### config.mk
export PLATFORM = sky130hd
export DESIGN_NAME = instr_enc_loader
export DESIGN_NICKNAME = d
export VERILOG_FILES = /design/src/rtl/instr_enc_loader.sv
export SDC_FILE = /design/constraint.sdc
export NUM_CORES = 1
export LEC_CHECK = 0
export CAP_MARGIN = 20
export CORE_MARGIN = 5
export CORE_UTILIZATION = 52
export CTS_CLUSTER_DIAMETER = 80
export CTS_CLUSTER_SIZE = 20
export DETAILED_ROUTE_END_ITERATION = 16
export HOLD_SLACK_MARGIN = 0.1
export PLACE_DENSITY = 0.85
export SLEW_MARGIN = 10
export SYNTH_ARGS = -nofsm -noshare
export SYNTH_HDL_FRONTEND = slang
export SYNTH_SLANG_ARGS = --single-unit
### constraint.sdc
create_clock -name clk -period 5.01 [get_ports clk]
set_input_delay 1.002 -clock clk [delete_from_list [all_inputs] [get_ports clk]]
set_output_delay 1.002 -clock clk [all_outputs]
set_load 0.03 [all_outputs]
### src/rtl/instr_enc_loader.sv
// rtl/instr_enc_loader.sv - encodes symbolic instruction commands and loads them into imem
// Gates cpu_run until a HALT-terminated program has been written.
module instr_enc_loader #(
  parameter int AW = 8
) (
  input  logic          clk,
  input  logic          rst_n,
  input  logic          start,
  input  logic          cmd_valid,
  output logic          cmd_ready,
  input  logic [2:0]    cmd_kind,
  input  logic [1:0]    cmd_wadr,
  input  logic [1:0]    cmd_aradr,
  input  logic [1:0]    cmd_bradr,
  input  logic [2:0]    cmd_op,
  input  logic [7:0]    cmd_imm,
  output logic          imem_we,
  output logic [AW-1:0] imem_addr,
  output logic [15:0]   imem_wdata,
  output logic [AW:0]   prog_len,
  output logic          cpu_run,
  output logic          err,
  output logic          ovf
);

  localparam logic [1:0] S_IDLE  = 2'd0;
  localparam logic [1:0] S_LOAD  = 2'd1;
  localparam logic [1:0] S_WRITE = 2'd2;
  localparam logic [1:0] S_DONE  = 2'd3;

  localparam logic [2:0] K_NOP  = 3'd0;
  localparam logic [2:0] K_ALU  = 3'd1;
  localparam logic [2:0] K_HALT = 3'd2;
  localparam logic [2:0] K_LL   = 3'd3;
  localparam logic [2:0] K_LH   = 3'd4;

  localparam logic [15:0] HALT_WORD = 16'h0001;

  logic [1:0]    r_state;
  logic [AW-1:0] r_addr;
  logic          r_cmd_ready;
  logic          r_imem_we;
  logic [AW-1:0] r_imem_addr;
  logic [15:0]   r_imem_wdata;
  logic [AW:0]   r_prog_len;
  logic          r_cpu_run;
  logic          r_err;
  logic          r_ovf;

  logic          w_legal;
  logic          w_last;
  logic          w_force_halt;
  logic [15:0]   w_enc;
  logic [15:0]   w_word;

  always_comb begin
    w_legal      = (cmd_kind <= K_LH);
    w_last       = &r_addr;
    w_force_halt = w_last && (cmd_kind != K_HALT);
    case (cmd_kind)
      K_NOP:   w_enc = 16'h0000;
      K_ALU:   w_enc = {3'b000, 1'b0, cmd_wadr, cmd_aradr, 1'b0, cmd_op, 1'b0, 1'b1, cmd_bradr};
      K_HALT:  w_enc = HALT_WORD;
      K_LL:    w_enc = {3'b010, 1'b0, cmd_wadr, 2'b00, cmd_imm};
      K_LH:    w_enc = {3'b010, 1'b1, cmd_wadr, 2'b00, cmd_imm};
      default: w_enc = 16'h0000;
    endcase
    // The final slot must always terminate the program.
    w_word = w_force_halt ? HALT_WORD : w_enc;
  end

  always_ff @(posedge clk) begin
    if (!rst_n) begin
      r_state      <= S_IDLE;
      r_addr       <= '0;
      r_cmd_ready  <= 1'b0;
      r_imem_we    <= 1'b0;
      r_imem_addr  <= '0;
      r_imem_wdata <= 16'h0000;
      r_prog_len   <= '0;
      r_cpu_run    <= 1'b0;
      r_err        <= 1'b0;
      r_ovf        <= 1'b0;
    end else begin
      r_imem_we <= 1'b0;
      r_cpu_run <= (r_state == S_DONE);
      case (r_state)
        S_IDLE, S_DONE: begin
          if (start) begin
            r_state     <= S_LOAD;
            r_cmd_ready <= 1'b1;
            r_addr      <= '0;
            r_prog_len  <= '0;
            r_err       <= 1'b0;
            r_ovf       <= 1'b0;
          end
        end
        S_LOAD: begin
          if (cmd_valid) begin
            if (w_legal) begin
              r_state      <= S_WRITE;
              r_cmd_ready  <= 1'b0;
              r_imem_we    <= 1'b1;
              r_imem_addr  <= r_addr;
              r_imem_wdata <= w_word;
              if (w_force_halt) r_ovf <= 1'b1;
            end else begin
              r_err <= 1'b1;
            end
          end
        end
        default: begin
          r_prog_len <= r_prog_len + 1'b1;
          if (r_imem_wdata == HALT_WORD) begin
            r_state <= S_DONE;
          end else begin
            r_state     <= S_LOAD;
            r_cmd_ready <= 1'b1;
            r_addr      <= r_addr + 1'b1;
          end
        end
      endcase
    end
  end

  assign cmd_ready  = r_cmd_ready;
  assign imem_we    = r_imem_we;
  assign imem_addr  = r_imem_addr;
  assign imem_wdata = r_imem_wdata;
  assign prog_len   = r_prog_len;
  assign cpu_run    = r_cpu_run;
  assign err        = r_err;
  assign ovf        = r_ovf;

endmodule

### Word level (Yosys, flattened, before mapping)

Index checks and enable logic that the tools add are counted.

* output and inout port bits: 38
* logic and storage cells: 68
* register bits after elaboration: 48

* $add $sub $neg: 2
* eq/ne operators: 15
* magnitude comparators: 1
* reduce and logical (&&, ||, !) cells: 13
* bitwise logic cells: 1
* multiplexer cells: 26

Operators by type and width (number)
* 15-bit case mux with 4 select lines: 1
* 9-bit case mux with 2 select lines: 1
* 16-bit by 1-bit == test with 1-bit output, second input constant: 1
* 16-bit 2-to-1 mux: 1
* 8-bit 2-to-1 mux: 2
* 8-bit case mux with 2 select lines: 1
* 3-bit AND reduction: 4
* 1-bit 2-to-1 mux: 11
* 2-bit != test, second input constant: 5
* 9-bit by 1-bit adder with 9-bit output, second input constant: 1
* 9-bit 2-to-1 mux: 1
* 8-bit by 1-bit adder with 8-bit output, second input constant: 1
* 2-bit 2-to-1 mux: 4
* 4-bit AND reduction: 2
* 8-bit AND reduction: 1
* 3-bit by 2-bit == test with 1-bit output, second input constant: 2
* 1-bit case mux with 2 select lines: 3
* 5-bit AND reduction: 1
* 2-bit case mux with 2 select lines: 1
* 3-bit by 1-bit == test with 1-bit output, second input constant: 1
* 3-bit == test, second input constant: 1
* 3-bit <= comparator, second input constant: 1
* 3-bit by 1-bit != test with 1-bit output, second input constant: 1
* 3-bit by 2-bit != test with 1-bit output, second input constant: 1
* 9 further kinds: 9

### Logic depth before layout (Yosys ltp)

Gate-level depths: netlist (run 1).

* depth in word-level cells: 6
* mapped depth: 7
* gate-level depth less buffers: 6

### Least setup slack after synthesis (run 1)

Ideal clock, no wire load.

* path kind: input to register
* start: input port cmd_kind[0]
* end: register r_ovf (netlist: ovf)
* library setup time: 0.072 ns
* stages on the path: 5
* data arrival time: 2.112 ns
* required time: 4.938 ns
* path slack: 2.826 ns
* cell sequence: buf_2 -> o21ai_1 -> nand3_1 -> nor4b_2 -> mux2i_1

* word-level cells in the longest chain between the ends: 4

RTL lines
* start, declared: RTL line 11 `input logic [2:0] cmd_kind,`
* branches (longest 3 deep; another with 3-bit <= comparator)
* 5-bit AND reduction (no line) *
* end signal, assigned: RTL line 83 `r_ovf <= 1'b0;`
* end signal, assigned: RTL line 95 `r_ovf <= 1'b0;`
* end signal, assigned: RTL line 106 `if (w_force_halt) r_ovf <= 1'b1;`
* end, declared: RTL line 48 `logic r_ovf;`

Mark *: on every way between the ends.
A chain may end at the register's enable or synchronous reset.

### Final worst setup path (run 1)

* start: input port cmd_kind[1]
* end: register r_ovf (netlist: ovf)

Same word-level chain as after synthesis.

==> flow_summary_export.csv, run 1 <==
group,metric,value,unit
floorplan,dieArea,5902,um2
worst_hold_path,hold_class,"reg -> reg",
detailed_routing,drt_iter0_drc,180,
cts,cts_root_buf,"clkbuf_8",
floorplan,die_h,76.83,um
detailed_routing,routed_via_density,5.882,
logic_synthesis,synthTopCellsByArea,"dfxtp_1, nand2_1, a21oi_1",
logic_synthesis,synth-edff-count,0,
final_layout,diodes,0,
worst_setup_path,critPathTopFamily,"simple AND/OR/NAND/NOR gates",
detailed_routing,ant_nets,0,
pwr,ir_drop,0.3507,mV
worst_setup_path,cp.arrival,3.55,ns
floorplan,ios,62,
cts,cts_hold_buf,0,
worst_setup_path,critPathSlowestCell,"nand3_1",
timing,rsz0062_at_grt,"false",
detailed_routing,wire_per_inst,14.95,um
floorplan,initial_utilization,53.33,%
timing,drv_slew,0,
worst_setup_path,r2r_slack,2.46,ns
cts,htree_levels,2,
logic_synthesis,yosysMostFrequentCell,"dfxtp_1",
detailed_routing,dr.pass1.iters,4,
placement,place_congestion,0.8748,
timing,setup_viol,0,
global_routing,overflow,0,
cts,cts_setup_buffers,0,
detailed_routing,drc,0,
logic_synthesis,synth-seq-cells,46,
worst_hold_path,min_delay_path_depth,2,
pwr,leakage,1.051,nW
timing,skew,0.009740,ns
timing,min_period_over_period,66.55,%
worst_setup_path,crit_required,5.23,ns
floorplan,die_x,76.83,um
global_routing,grt_pass1_wl,9611,um
worst_setup_path,path_class,"in -> reg",
floorplan,rows,24,
detailed_routing,wirelength,5680,um
timing,fmax,299.9,MHz
cts,clk_latency,0.30,ns
worst_setup_path,worstSetupEndpointType,"flop",
worst_setup_path,worstPathMaxFanout,25,
final_layout,fillCellCount,361,
worst_setup_path,critPathMaxStageDelay,0.72,ns
logic_synthesis,ys_seq_area_share,39.66,%
timing,slew_headroom,35.63,%
logic_synthesis,synth_top_area_share,39.66,%
final_layout,nets,357,
logic_synthesis,syn_area,2322,um2
logic_synthesis,synth_top_area_cell,"dfxtp_1",
timing,worst_pin_slew,0.9645,ns
placement,placed_cell_area,2892,um2
placement,io_buffers,59,
logic_synthesis,synthFlopType,"dfxtp_1",
logic_synthesis,synthTopCellsByCount,"dfxtp_1, nand2_1, a21oi_1",
cts,cts_tree,"done",
worst_hold_path,whs_endpoint,"imem_addr[3]",
cts,clk_pin_slew,0.09,ns
worst_setup_path,r2r_end,"ovf",
worst_setup_path,reg2reg_from,"r_state[0]",
cts,cts_buffer_depth,2,
logic_synthesis,avgSynthCellArea,8.353,um2
cts,numCtsBuffers,5,
final_layout,layout-drive-gt1-share,4.878,%
status,outcome,"finished, final reports clean",
pwr,power_density,376.5,nW/um2
worst_hold_path,holdCritStartpoint,"imem_addr[3]",
flow_run,cap_violations,0,
timing,finalCriticalPeriod,3.334,ns
global_routing,track_usage,19.29,%
global_routing,grt_max_degree,31,
floorplan,coreArea,4354,um2
placement,hpwl,4074,um
detailed_routing,via_count,2235,
final_layout,area_growth,29.42,%
global_routing,antenna_found_initial,0,
worst_setup_path,crit_path_start_kind,"input pin",
logic_synthesis,synthArstFlopShare,0,%
cts,clkSinkCount,46,
worst_setup_path,reg2reg_depth,4,
final_layout,stdcell_area,3005,um2
worst_setup_path,crit_buf_inv,1,
timing,finalHoldViolations,0,
worst_setup_path,crit_chain,"clkdlybuf4s50_1 -> o21ai_1 -> nand3_1 -> nor4b_2 -> mux2i_1",
timing,setup_tns,0,ns
cts,cts_resized,0,
logic_synthesis,synthCells,278,
logic_synthesis,yosysWarningCount,0,
logic_synthesis,synthDistinctLibCells,51,
global_routing,grt_pass1_vias,2072,
==> placed cells by master (no fill, tap or decap), drive strengths merged, types with 3 or more instances in the layout <==
cell / n
and4: 3
ha: 6
clkdlybuf4s50: 59
nand2b: 6
clkbuf: 5
o22ai: 4
nor2: 19
a2bb2oi: 4
or4: 4
a32o: 6
nand4: 7
o21ai: 9
and3: 3
dfxtp: 46
mux2i: 12
nor3: 7
nor4b: 3
nand2: 45
nand3: 11
a21oi: 24
inv: 6
o31ai: 4
==> tightest hold or removal path, cell delays in order, from the launching register on <==
cell	delay (ns)
dfxtp_1	0.32
nand2_1	0.05
a21oi_1	0.05
==> logic make-up after synthesis <==
kind of cell / Yosys count / share of synthesized area (%)
AO/OA/AOI/OAI: 66 / 19.07
adder cells (fa/ha/maj): 6 / 3.233
buffers and inverters: 24 / 4.849
flip-flops: 46 / 39.66
multiplexers: 13 / 5.657
other: 1 / 0.1615
AND/OR/NAND/NOR: 122 / 27.37
==> stage by stage <==
| step | util [%] | cells | worst slack (ns) | hold slack, ns | power [mW] |
|---|---|---|---|---|---|
| after floorplan | - | 279 | 2.826 | 0.4628 | 0.7427 |
| after global placement | 66.41 | 372 | 1.472 | 0.4456 | 0.8431 |
| after detailed placement | 66.41 | 372 | 1.374 | 0.4535 | 0.8559 |
| after CTS | 69.02 | 380 | 1.667 | 0.4664 | 1.130 |
| after global routing | 69.02 | 380 | 1.395 | 0.4838 | 1.200 |
| final | 69.02 | 380 | 1.676 | 0.4612 | 1.131 |
==> cell type report <==
class	instances	area, um2	area share, %
clock buffer	5	68.82	2.290
clock inverter	3	45.04	1.499
inverter	6	22.52	0.7494
multi-input combinational	209	1292	43.01
sequential	46	920.9	30.64
tap	52	65.06	2.165
timing repair buffer	59	590.6	19.65
==> worst max path at each step <==
stage	startpoint	to	slack, ns	cells after the start
global route	cmd_kind[1]	ovf	1.39	5
finish	cmd_kind[1]	ovf	1.68	5
global placement	cmd_kind[1]	ovf	1.47	5
floorplan	cmd_kind[0]	ovf	2.83	5
detailed placement	cmd_kind[1]	ovf	1.37	5
CTS	cmd_kind[1]	ovf	1.67	5
==> state kept, by name, indices dropped and copies added (netlist names) <==
register    flops
cmd_ready       1
cpu_run         1
err             1
imem_addr       8
imem_wdata     14
imem_we         1
ovf             1
prog_len        9
r_addr          8
r_state         2
==> routing by layer <==
metal | vias up | global-route usage (%) | wire (um)
met5 | - | 0 | 0
met4 | 0 | 4.196 | 57
met3 | 6 | 3.747 | 337
met2 | 61 | 31.75 | 2764
met1 | 1057 | 26.13 | 2520
li1 | 1111 | - | -
==> report_power, final <==
group / internal (mW) / switching (mW)
combinational: 0.159 / 0.259
clock: 0.148 / 0.129
sequential: 0.397 / 0.0375
(Power assumes the default switching activity.)
==> run 2, diff against run 1 <==
CORE_UTILIZATION = 48   (was 52)
PLACE_DENSITY = 0.79   (was 0.85)
clock period = 3.25 ns   (was 5.01 ns; I/O delays follow)
==> run 2 against run 1 <==
Sequential share of layout area is 0.27 points lower; largest power group unchanged; die area grew 7.2%; largest cell class unchanged; highest routed layer unchanged; combinational power grew 55%; utilization down 4.8 points.
==> flow_summary_export.csv, run 2 (synthesis gave the netlist of run 1 again) <==
group,metric,value,unit
status,outcome,"finished, final reports clean",
worst_hold_path,hold_class,"reg -> reg",
pwr,switching_share,38.30,%
detailed_routing,wirelength,5833,um
floorplan,coreArea,4723,um2
timing,finalHoldViolations,0,
pwr,power.total,1.677,mW
final_layout,mostFrequentLayoutCells,"clkdlybuf4s50_1, dfxtp_1, nand2_1",
cts,numCtsBuffers,5,
timing,fmax,419.8,MHz
worst_setup_path,critical_path.startpoint,"r_state[0]",
cts,cts_setup_buffers,0,
global_routing,grt_max_degree,21,
worst_setup_path,reg2reg_from,"r_state[0]",
detailed_routing,dr.pass1.iters,4,
worst_setup_path,path_class,"reg -> reg",
cts,cts_tree,"done",
pwr,leakage,1.068,nW
global_routing,overflow,0,
pwr,power.switching,0.6422,mW
timing,drv_slew,0,
detailed_routing,via_count,2223,
timing,finalCriticalPeriod,2.382,ns
worst_setup_path,worstSetupEndpointType,"flop",
timing,setup_viol,0,
final_layout,layout-drive-gt1-share,5.723,%
timing,worst_pin_slew,0.5868,ns
timing,setup_tns,0,ns
detailed_routing,ant_nets,0,
flow_run,cap_violations,0,
global_routing,track_usage,19.00,%
detailed_routing,drt_iter0_drc,146,
worst_hold_path,holdCritStartpoint,"imem_addr[6]",
detailed_routing,wire_per_inst,14.62,um
floorplan,dieArea,6329,um2
pwr,power_frac_comb,38.7,%
timing,min_period_over_period,73.30,%
global_routing,antenna_found_initial,0,
cts,clk_latency,0.29,ns
worst_setup_path,crit_path_start_kind,"flop",
final_layout,diodes,0,
timing,skew,0.005661,ns
pwr,clockPowerShare,21.2,%
final_layout,layout_commonest_cell,"clkdlybuf4s50_1",
placement,place_ws,0.6192,ns
cts,cts_root_buf,"clkbuf_8",
timing,rsz0062_at_grt,"false",
pwr,ir_drop,0.4765,mV
cts,cts_hold_buf,0,
global_routing,grt_pass1_vias,2110,
worst_setup_path,crit_required,3.43,ns
floorplan,initial_utilization,49.17,%
floorplan,die_x,79.56,um
global_routing,grt_pass1_wl,9770,um
cts,cts_buffer_depth,2,
detailed_routing,drc,0,
timing,setup_ws,0.8679,ns
floorplan,rows,25,
floorplan,ios,62,
worst_setup_path,worstPathMaxFanout,16,
placement,io_buffers,59,
placement,numPlacedInstances,391,
cts,cts_resized,0,
final_layout,largest_reg_flops,14,
final_layout,nets,361,
cts,clkSinkCount,46,
pwr,internal_power,1.034,mW
cts,clk_pin_slew,0.08,ns
cts,htree_levels,2,
timing,whs,0.4543,ns
final_layout,instances_no_fill,399,
detailed_routing,routed_via_density,5.571,
worst_setup_path,cp.arrival,2.57,ns
timing,slew_headroom,60.88,%
placement,hpwl,4248,um
pwr,power_density,553.1,nW/um2
pwr,p_seq_share,40.0,%
floorplan,die_h,79.56,um
final_layout,area_growth,30.55,%
placement,place_congestion,0.8365,
[run 2: cell types whose count changed in the layout (fill, tap and decap cells not counted)]
cell,delta
clkinv_2,+1
bufinv_16,-1
buf_4,+4
clkbuf_8,+1
clkinvlp_4,-2
clkbuf_1,+1
[run 2: power by group through the flow]
stage	clock, mW	combinational (mW)	sequential (mW)
3_3_place_gp	0	0.628	0.683
3_5_place_dp	0	0.644	0.684
6_report	0.356	0.650	0.671
5_1_grt	0.386	0.723	0.681
2_1_floorplan	0	0.424	0.721
4_1_cts	0.361	0.647	0.671
[run 2: critical path: stages (launching register included)]
cell and delay [ns]:
dfxtp_1 0.41, inv_1 0.07, ha_1 0.48, nand2b_1 0.22, nand2_1 0.33, or4_4 0.64, mux2i_1 0.13
[run 2: final timing paths]
path	to	slack, ns	cells after the start
worst min register to register	imem_addr[6]	0.45	2
worst max-delay path	r_addr[5]	0.87	6
worst max register to register	r_addr[5]	0.87	6
worst min-delay path	imem_addr[6]	0.45	2
[run 2: stage by stage]
step / util (%) / instance area, um2
after floorplan: - / 2326
after global placement: 62.25 / 2940
after detailed placement: 62.25 / 2940
after CTS: 64.19 / 3032
after global routing: 64.19 / 3032
final: 64.19 / 3032
[run 2: area by class of cell]
type                            instances  area, um2
Tap cell                               67      83.83
Clock inverter                          1      5.005
Sequential cell                        46      920.9
Clock buffer                            7      86.33
Timing Repair Buffer                   63      620.6
Fill cell                             420       1692
Inverter                                6      22.52
Multi-Input combinational cell        209       1292
[run 2: layer usage]
| layer | wire [um] | vias to the layer above | GRT usage [%] |
|---|---|---|---|
| li1 | - | 1115 | - |
| met3 | 217 | 4 | 3.047 |
| met4 | 59 | 0 | 7.045 |
| met2 | 2819 | 54 | 30.47 |
| met5 | 0 | - | 0 |
| met1 | 2737 | 1050 | 25.56 |
